===== src/rtl/addn_pkg.sv =====
// Shared helpers for the pipelined adder/subtractor.
// Holds slice sizing and the parameter sanity check.
package addn_pkg;

    function automatic int slice_w(int width, int stages);
        return (stages > 0) ? width / stages : width;
    endfunction

    function automatic bit cfg_ok(int width, int stages);
        return (stages >= 1) && (stages <= width) && (width % stages == 0);
    endfunction

endpackage


===== src/rtl/addn_slice.sv =====
// One registered SW-bit slice of the ripple-per-clock adder.
// Captures partial sum, carry and the transaction valid bit.
module addn_slice
    import addn_pkg::*;
#(
    parameter int SW = 4
) (
    input  logic          clk,
    input  logic          rst_n,
    input  logic          en,
    input  logic          prev_valid,
    input  logic          prev_carry,
    input  logic [SW-1:0] a,
    input  logic [SW-1:0] b,
    output logic [SW-1:0] sum,
    output logic          carry,
    output logic          valid
);

    logic [SW:0] total;

    assign total = {1'b0, a} + {1'b0, b} + {{SW{1'b0}}, prev_carry};

    always_ff @(posedge clk or negedge rst_n) begin
        if (!rst_n) begin
            sum   <= '0;
            carry <= 1'b0;
            valid <= 1'b0;
        end else if (en) begin
            sum   <= total[SW-1:0];
            carry <= total[SW];
            valid <= prev_valid;
        end
    end

endmodule


===== src/rtl/addn_pipeline.sv =====
// Pipelined N-bit adder/subtractor, one carry slice per clock.
// Global-enable valid/ready pipeline with full backpressure.
module addn_pipeline
    import addn_pkg::*;
#(
    parameter int WIDTH  = 8,
    parameter int STAGES = 2
) (
    input  logic             clk_100M,
    input  logic             rst_n,
    input  logic             in_valid,
    output logic             in_ready,
    input  logic             sub,
    input  logic             cin,
    input  logic [WIDTH-1:0] cina,
    input  logic [WIDTH-1:0] cinb,
    output logic             out_valid,
    input  logic             out_ready,
    output logic [WIDTH-1:0] sum,
    output logic             cout,
    output logic             ovf
);

    localparam int SW  = slice_w(WIDTH, STAGES);
    localparam int MSB = WIDTH - 1;

    if (!cfg_ok(WIDTH, STAGES)) begin : g_bad_cfg
        $error("addn_pipeline: WIDTH must be a positive multiple of STAGES");
    end

    logic             adv;
    logic [WIDTH-1:0] b_eff;
    logic             a_msb;
    logic             b_msb;

    assign adv      = !out_valid || out_ready;
    assign in_ready = adv;
    assign b_eff    = sub ? ~cinb : cinb;

    for (genvar k = 0; k < STAGES; k++) begin : g_stage
        // Operand bits not yet consumed by lower stages
        localparam int RW = WIDTH - k * SW;

        logic [RW-1:0] a_in;
        logic [RW-1:0] b_in;
        logic          carry_in;
        logic          valid_in;
        logic [SW-1:0] s;
        logic          c;
        logic          v;

        if (k == 0) begin : g_head
            assign a_in     = cina;
            assign b_in     = b_eff;
            assign carry_in = cin ^ sub;
            assign valid_in = in_valid;
        end else begin : g_body
            always_ff @(posedge clk_100M or negedge rst_n) begin
                if (!rst_n) begin
                    a_in <= '0;
                    b_in <= '0;
                end else if (adv) begin
                    a_in <= g_stage[k-1].a_in[RW+SW-1:SW];
                    b_in <= g_stage[k-1].b_in[RW+SW-1:SW];
                end
            end
            assign carry_in = g_stage[k-1].c;
            assign valid_in = g_stage[k-1].v;
        end

        // Completed lower result slices travel alongside the transaction
        if (k == 1) begin : g_lo
            logic [SW-1:0] lo;
            always_ff @(posedge clk_100M or negedge rst_n) begin
                if (!rst_n) lo <= '0;
                else if (adv) lo <= g_stage[0].s;
            end
        end else if (k > 1) begin : g_lo
            logic [k*SW-1:0] lo;
            always_ff @(posedge clk_100M or negedge rst_n) begin
                if (!rst_n) lo <= '0;
                else if (adv) lo <= {g_stage[k-1].s, g_stage[k-1].g_lo.lo};
            end
        end

        addn_slice #(.SW(SW)) u_slice (
            .clk        (clk_100M),
            .rst_n      (rst_n),
            .en         (adv),
            .prev_valid (valid_in),
            .prev_carry (carry_in),
            .a          (a_in[SW-1:0]),
            .b          (b_in[SW-1:0]),
            .sum        (s),
            .carry      (c),
            .valid      (v)
        );
    end

    always_ff @(posedge clk_100M or negedge rst_n) begin
        if (!rst_n) begin
            a_msb <= 1'b0;
            b_msb <= 1'b0;
        end else if (adv) begin
            a_msb <= g_stage[STAGES-1].a_in[SW-1];
            b_msb <= g_stage[STAGES-1].b_in[SW-1];
        end
    end

    if (STAGES == 1) begin : g_out
        assign sum = g_stage[0].s;
    end else begin : g_out
        assign sum = {g_stage[STAGES-1].s, g_stage[STAGES-1].g_lo.lo};
    end

    assign cout      = g_stage[STAGES-1].c;
    assign out_valid = g_stage[STAGES-1].v;
    assign ovf       = (a_msb == b_msb) && (sum[MSB] != a_msb);

endmodule


===== config.mk =====
export PLATFORM = sky130hd
export DESIGN_NAME = addn_pipeline
export DESIGN_NICKNAME = d
export VERILOG_FILES = /design/src/rtl/addn_pkg.sv /design/src/rtl/addn_slice.sv /design/src/rtl/addn_pipeline.sv
export SDC_FILE = /design/constraint.sdc
export NUM_CORES = 1
export LEC_CHECK = 0
export BUFFER_PORTS_ARGS = -buffer_cell sky130_fd_sc_hd__buf_2
export CAP_MARGIN = 40
export CORE_ASPECT_RATIO = 1.4
export CORE_UTILIZATION = 30
export DETAILED_ROUTE_END_ITERATION = 6
export SLEW_MARGIN = 15
export SYNTH_ARGS = -nofsm -noshare
export SYNTH_HDL_FRONTEND = slang
export SYNTH_SLANG_ARGS = --single-unit
export TNS_END_PERCENT = 100

===== constraint.sdc =====
create_clock -name clk_100M -period 1.5 [get_ports clk_100M]
set_input_delay 0.3 -clock clk_100M [delete_from_list [all_inputs] [get_ports clk_100M]]
set_output_delay 0.3 -clock clk_100M [all_outputs]
set_load 0.02 [all_outputs]

; Yosys cells after proc, flatten, opt, wreduce, memory -nomap -nowiden
; Index checks and enable logic that the tools add are counted.
; W data, S select, Z words.
[word_totals]
word_cells = 23
out_inout_bits = 12
ff_bits = 26
inputBits = 22
[op_classes]
bitwise_logic = 2
mux = 1
reduce_logical = 3
n_addsub = 4
n_eq_ne = 2
[ops]
columns = operator, n
row1 = $add A4 B4 Y5, 2
row2 = $add A5 B1 Y5, 2
row3 = $mux W8, 1
row4 = $not A8 Y8, 1
row5 = $eq A1 B1 Y1, 1
row6 = $logic_and A1 B1 Y1, 1
row7 = $logic_not A1 Y1, 1
row8 = $logic_or A1 B1 Y1, 1
row9 = $ne A1 B1 Y1, 1
row10 = $xor A1 B1 Y1, 1

; Logic depth before layout (Yosys ltp)
; Gate-level depths: netlist of run 1.
[logic_depth]
ltp_word = 4
ltp_mapped = 7

; By module
; From an unflattened synthesis of run 1, not the netlist that was laid out.
[unflattened]
hier_cells = 112
hier_area_um2 = 1472.7
[modules_own_cells]
columns = module, n_inst, cells_each, area_each_um2, seq_area_each_um2
row1 = addn_slice, 2, 34, 392.9, 150.1
row2 = addn_pipeline, 1, 44, 686.9, 350.3

; Worst setup path after synthesis of run 1
; No wires, ideal clock.
[synth_timing]
path_type = in2reg
startpoint = input port sub
endpoint = register g_stage[0].u_slice.carry
stages = 7
setup_time_ns = 0.122
setup_slack_ns = -0.488
path_buffers = 1
required_ns = 1.378
arrival_ns = 1.866
path_cell_list = buf_4 -> xor2_1 -> fa_1 -> fa_1 -> a21o_1 -> a21oi_1 -> a21oi_2
[synth_via]
elab_chain_len = 3
[synth_rtl]
columns = element, line_no
row1 = start: declaration, addn_pipeline.sv:13  ; input logic sub,
row2 = $mux W8, addn_pipeline.sv:38  ; assign b_eff = sub ? ~cinb : cinb;
row3 = $add A4 B4 Y5, addn_slice.sv:22  ; assign total = {1'b0, a} + {1'b0, b} + {{SW{1'b0}}, prev_carry};
row4 = $add A5 B1 Y5 *, addn_slice.sv:22
row5 = end signal: assignment, addn_slice.sv:31  ; carry <= total[SW];
row6 = end: declaration, addn_slice.sv:16  ; output logic carry,
; Every way passes the cells marked *; elsewhere a longest branch is shown, timed or not.
; A chain may end at the register's enable or synchronous reset.

; Final worst setup path of run 1
[layout_timing]
startpoint = input port cinb[0]
endpoint = register g_stage[0].u_slice.carry
[layout_via]
elab_chain_len = 4
[layout_rtl]
columns = element, line_no
row1 = start: declaration, addn_pipeline.sv:16  ; input logic [WIDTH-1:0] cinb,
row2 = $not A8 Y8, addn_pipeline.sv:38
row3 = $mux W8 *, addn_pipeline.sv:38
row4 = $add A4 B4 Y5 *, addn_slice.sv:22
row5 = $add A5 B1 Y5 *, addn_slice.sv:22
; Marks and branches as above.

==> results of run 1 <==
critical path, cell delays in order:
cell     delay [ns]
buf_6          0.10
xor2_2         0.17
fa_2           0.38
fa_2           0.38
a21o_1         0.17
a21oi_2        0.12
a21oi_2        0.06
placed cells by master (no fill, tap or decap), types with 2 or more instances in the layout:
cell type  instances
xnor2_1            4
o21ai_1            4
buf_2             31
a21o_1             3
fa_2               4
o21ai_2            2
buf_6              2
buf_4              5
clkbuf_8           3
xor2_2             4
nor2_1             6
o21ai_0            4
xor2_1             5
ha_1               6
a21oi_2            6
inv_1              2
nand2_1           49
dfrtp_1           26
power by group:
part	internal [W]	switching, W
clock network	0.000357	0.000213
registers	0.000886	0.000104
logic	0.000347	0.000484
kinds of logic after synthesis:
| group | Yosys count | share of synthesized area, % |
|---|---|---|
| XOR/XNOR | 13 | 8.40 |
| AND/OR/NAND/NOR | 58 | 17.2 |
| adder cells (fa/ha/maj) | 10 | 11.4 |
| buffers and inverters | 10 | 5.63 |
| AO/OA/AOI/OAI | 20 | 9.33 |
| flip-flops | 26 | 48.0 |
worst max-delay path by stage:
stage	from	slack, ns	depth (start not counted)	endpoint
CTS	cinb[0]	-0.02	7	g_stage[0].u_slice.carry
detailed placement	sub	-0.42	7	g_stage[0].u_slice.carry
finish	cinb[0]	-0.009	7	g_stage[0].u_slice.carry
global route	g_stage[0].u_slice.carry	-0.11	5	g_stage[1].u_slice.sum[3]
floorplan	sub	-0.33	7	g_stage[0].u_slice.carry
global placement	sub	-0.40	7	g_stage[0].u_slice.carry
stage by stage:
step	power, W	setup WS, ns	instance area, µm²	utilization (%)
6_report	0.00239	-0.00905	1710	40.1
5_1_grt	0.00256	-0.110	1710	40.1
4_1_cts	0.00242	-0.0234	1700	39.7
3_5_place_dp	0.00181	-0.419	1590	37.2
3_3_place_gp	0.00179	-0.398	1590	37.2
2_1_floorplan	0.00157	-0.331	1390	-
flip-flops by register name (all words and copies together), names as in the netlist:
register               flops
g_stage.u_slice.sum        8
g_stage.a_in               4
g_stage.b_in               4
g_stage.g_lo.lo            4
g_stage.u_slice.carry      2
g_stage.u_slice.valid      2
a_msb                      1
b_msb                      1
final cells by class:
cell class / count / area share (%)
clock buffer: 3 / 2.41
clock inverter: 1 / 1.75
inverter: 4 / 1.31
multi-input combinational: 101 / 39.6
sequential: 26 / 38.0
tap: 60 / 4.38
timing repair buffer: 38 / 12.6
layer usage:
layer	up-vias	track usage, %
met5	-	0
met4	0	7.14
met3	4	2.20
met2	24	18.3
met1	427	12.7
li1	497	-
timing repair:
item / CTS / global route
buffers inserted: 1 / 0
hold endpoints to repair: 0 / 0
pin swaps: 8 / 5
endpoints found under the setup margin: 5 / 7
cloned: 0 / 0
resized for setup: 10 / 4
==> results.json, run 1 <==
{
  "dieHeight_um": 81.5,
  "cts_hold_buf": 0,
  "synthDistinctLibCells": 20,
  "final.min_clock_period_ns": 1.51,
  "fin_cells": 233,
  "async_flop_share_pct": 100,
  "worstSetupPathType": "in -> reg",
  "num_vias": 952,
  "seq_area_frac_synth_pct": 48.0,
  "yosysTopAreaCell": "dfrtp_1",
  "drive_above_1_share_pct": 35.3,
  "clock-root-buffer": "clkbuf_8",
  "timing.rr.start": "g_stage[0].u_slice.carry",
  "track_usage_pct": 11.0,
  "via_per_inst": 4.09,
  "fin_nets": 206,
  "syn-cell-area_mm2": 0.00136,
  "io_pins": 34,
  "hold_viol": 0,
  "ys_top_cells_by_count": "nand2_1 (49), dfrtp_1 (26), xor2_1 (9)",
  "row_count": 28,
  "place_congestion": 0.643,
  "cts.clk_slew.worst_paths_ns": 0.09,
  "failed_checks": "setup timing",
  "wl_met2_um": 1130,
  "grt_pass1_vias": 941,
  "crit_fanout": 2,
  "setup_violations": 2,
  "n_antenna_cell": 0,
  "rrSetupSlack_ns": 0,
  "yosysWarnings": 0,
  "yosysTopAreaCellShare_pct": 48.0,
  "ir_worst_vdd_v": 0.000535,
  "ys.flop_type": "dfrtp_1",
  "clock_skew_ns": 0.00483,
  "first_pass_iters": 5,
  "regArea_um2": 651,
  "grt.overflow.total": 0,
  "cts_buffer_depth": 2,
  "synth_most_common_cell": "nand2_1",
  "start_util_pct": 31.7,
  "dp_cells": 228,
  "routedWlPerCell_um": 9.93,
  "final_antenna_net_count": 0,
  "n_fill_cell": 473,
  "place_hpwl_um": 1750,
  "dr.max_layer_used": "met4",
  "synth_edf_count": 0,
  "htree_levels": 1,
  "syn_nets": 169,
  "start_kind": "primary input",
  "cts_sinks": 26,
  "critPathCaptureType": "register",
  "rsz0062_at_grt": "yes",
  "wl_met3_um": 110,
  "area_growth_syn_to_layout_pct": 26.5,
  "worstHoldPathType": "in -> async",
  "synthTopCellsByArea": "dfrtp_1 (48%), nand2_1 (14%), fa_1 (5.9%), xor2_1 (5.8%), ha_1 (5.5%)",
  "first_iter_violations": 9,
  "core-area_mm2": 0.00427,
  "powerDensity_mw_per_mm2": 1400,
  "synth_area_per_cell_um2": 9.89,
  "synth_seq_cells": 26,
  "period_share_pct": 101,
  "grt_pass1_wl_um": 3890,
  "cts_tree": "yes",
  "wl_met1_um": 1010,
  "grt_max_degree": 27,
  "totalWireLength_um": 2310,
  "die_w_um": 58.8,
  "dieArea_mm2": 0.00479,
  "fin_ws_ns": -0.00905,
  "drv_cap": 0,
  "hold_slack_ns": 0.0123,
  "numCtsBuffers": 3,
  "clock_latency_ns": 0.27,
  "status": "finished, violations left",
  "r2r_end": "g_stage[1].u_slice.sum[1]",
  "cp.arrival_ns": 1.68,
  "multi_input_comb_area_um2": 679,
  "required_ns": 1.67,
  "max_slew_margin_pct": 62.6,
  "rr_worst_depth": 4,
  "max_freq_mhz": 663,
  "synthCells": 137,
  "worst_slew_pin_slew_ns": 0.561,
  "drv_slew": 0,
  "io_buffers": 33,
  "route.detailed.drc": 0,
  "finalSetupTns_ns": -0.0115,
  "leakagePower_nw": 0.855,
  "antenna_found_initial": 0
}
(Power assumes the default switching activity.)
==> run 2: changes to the inputs <==
- clock period: 1.5 -> 1.7 ns (I/O delays scaled with it)
==> run 2 against run 1 <==
Effect of this change:
- the run now ends clean
- die area did not move
- via count fell by 2.0%
- worst hold slack improved by 0.036 ns
- clock skew fell by 0.0032 ns
- critical endpoint unchanged
- largest cell class unchanged
==> results.json, run 2 (synthesis results as in run 1) <==
{
  "status": "finished, final reports clean",
  "dr.max_layer_used": "met4",
  "final.min_clock_period_ns": 1.65,
  "place_hpwl_um": 1790,
  "postCtsSetupBuffers": 0,
  "fin_nets": 205,
  "layout_common_cells": "nand2_1 (49), buf_2 (33), dfrtp_1 (26)",
  "num_vias": 933,
  "first_iter_violations": 23,
  "drv_slew": 0,
  "leakagePower_nw": 0.843,
  "numCtsBuffers": 3,
  "grt_pass1_vias": 911,
  "drive_above_1_share_pct": 30.8,
  "first_pass_iters": 4,
  "final_antenna_net_count": 0,
  "max_freq_mhz": 608,
  "setup_violations": 0,
  "area_growth_syn_to_layout_pct": 22.8,
  "top_register": "g_stage.u_slice.sum",
  "dp_cells": 228,
  "place_congestion": 0.669,
  "drv_cap": 0,
  "cp.arrival_ns": 1.81,
  "track_usage_pct": 11.0,
  "clock-root-buffer": "clkbuf_8",
  "required_ns": 1.86,
  "largest_reg_flops": 8,
  "totalWireLength_um": 2320,
  "cts_tree": "yes",
  "critPathCaptureType": "register",
  "wl_met1_um": 988,
  "antenna_found_initial": 0,
  "fin_ws_ns": 0.0549,
  "clock_skew_ns": 0.00158,
  "start_util_pct": 31.7,
  "ctsResizeCount": 0,
  "grt.overflow.total": 0,
  "worstSetupPathType": "in -> reg",
  "powerDensity_mw_per_mm2": 1250,
  "cts_sinks": 26,
  "fin_cells": 232,
  "row_count": 28,
  "hold_viol": 0,
  "dieArea_mm2": 0.00479,
  "place_ws_ns": -0.277,
  "rsz0062_at_grt": "no",
  "start_kind": "primary input",
  "worstHoldPathType": "in -> async",
  "layout_commonest_cell": "nand2_1",
  "wl_met2_um": 1180,
  "wl_met3_um": 86,
  "cts_hold_buf": 0,
  "n_fill_cell": 473,
  "htree_levels": 1,
  "n_antenna_cell": 0,
  "crit_fanout": 3,
  "routedWlPerCell_um": 10.0,
  "io_pins": 34,
  "clock_latency_ns": 0.27,
  "core-area_mm2": 0.00427,
  "die_w_um": 58.8,
  "cts_buffer_depth": 2,
  "cts.clk_slew.worst_paths_ns": 0.09,
  "route.detailed.drc": 0,
  "ir_worst_vdd_v": 0.000339,
  "period_share_pct": 96.8,
  "grt_max_degree": 27,
  "grt_pass1_wl_um": 4000,
  "max_slew_margin_pct": 62.3,
  "via_per_inst": 4.02,
  "worst_slew_pin_slew_ns": 0.565,
  "rr_worst_depth": 5,
  "dieHeight_um": 81.5,
  "p_total_w": 0.00207,
  "io_buffers": 33,
  "finalSetupTns_ns": 0
}
==> run 2: per-layer routing <==
metal  vias up  track usage, %
li1        496               -
met1       408            12.8
met2        24            19.1
met3         5            1.57
met4         0            6.43
met5         -               0
==> run 2: power by group <==
| part | switching, W | total, W | internal, W |
|---|---|---|---|
| Clock | 0.000194 | 0.000509 | 0.000315 |
| Sequential | 0.0000924 | 0.000875 | 0.000782 |
| Combinational | 0.000410 | 0.000690 | 0.000280 |
| Total | 0.000697 | 0.00207 | 0.00138 |
==> run 2: through the flow <==
step / area [µm²] / hold WS, ns / util (%)
after CTS: 1660 / 0.0763 / 38.8
final: 1660 / 0.0480 / 38.9
after global placement: 1590 / 0.373 / 37.1
after floorplan: 1380 / 0.0444 / -
after detailed placement: 1590 / 0.378 / 37.1
after global routing: 1660 / 0.0907 / 38.9
==> run 2: final cells by class <==
| cell class | count | area, µm² | share of cell area, % |
|---|---|---|---|
| multi-input cells | 101 | 652 | 39.2 |
| flip-flops and latches | 26 | 651 | 39.1 |
| repair buffers | 37 | 195 | 11.7 |
| well taps | 60 | 75.1 | 4.51 |
| clock buffers | 3 | 41.3 | 2.48 |
| clock inverters | 1 | 30.0 | 1.80 |
| inverters | 4 | 20.0 | 1.20 |
==> run 2: final timing paths <==
check | startpoint | end | slack, ns
worst min register to register | g_stage[0].u_slice.valid | g_stage[0].u_slice.valid | 0.46
max in group asynchronous | rst_n | g_stage[1].g_lo.lo[0] | 1.28
worst max-delay path | sub | g_stage[0].u_slice.carry | 0.05
worst min-delay path | rst_n | g_stage[1].a_in[1] | 0.05
min in group clk_100M | in_valid | g_stage[0].u_slice.valid | 0.26
worst max register to register | g_stage[0].u_slice.carry | g_stage[1].u_slice.sum[3] | 0.11
==> run 2: worst max-delay path, cell delays in order <==
cell and delay, ns:
buf_2 0.14, xor2_2 0.16, fa_2 0.40, fa_2 0.41, a21o_1 0.18, a21oi_2 0.12
a21oi_2 0.06
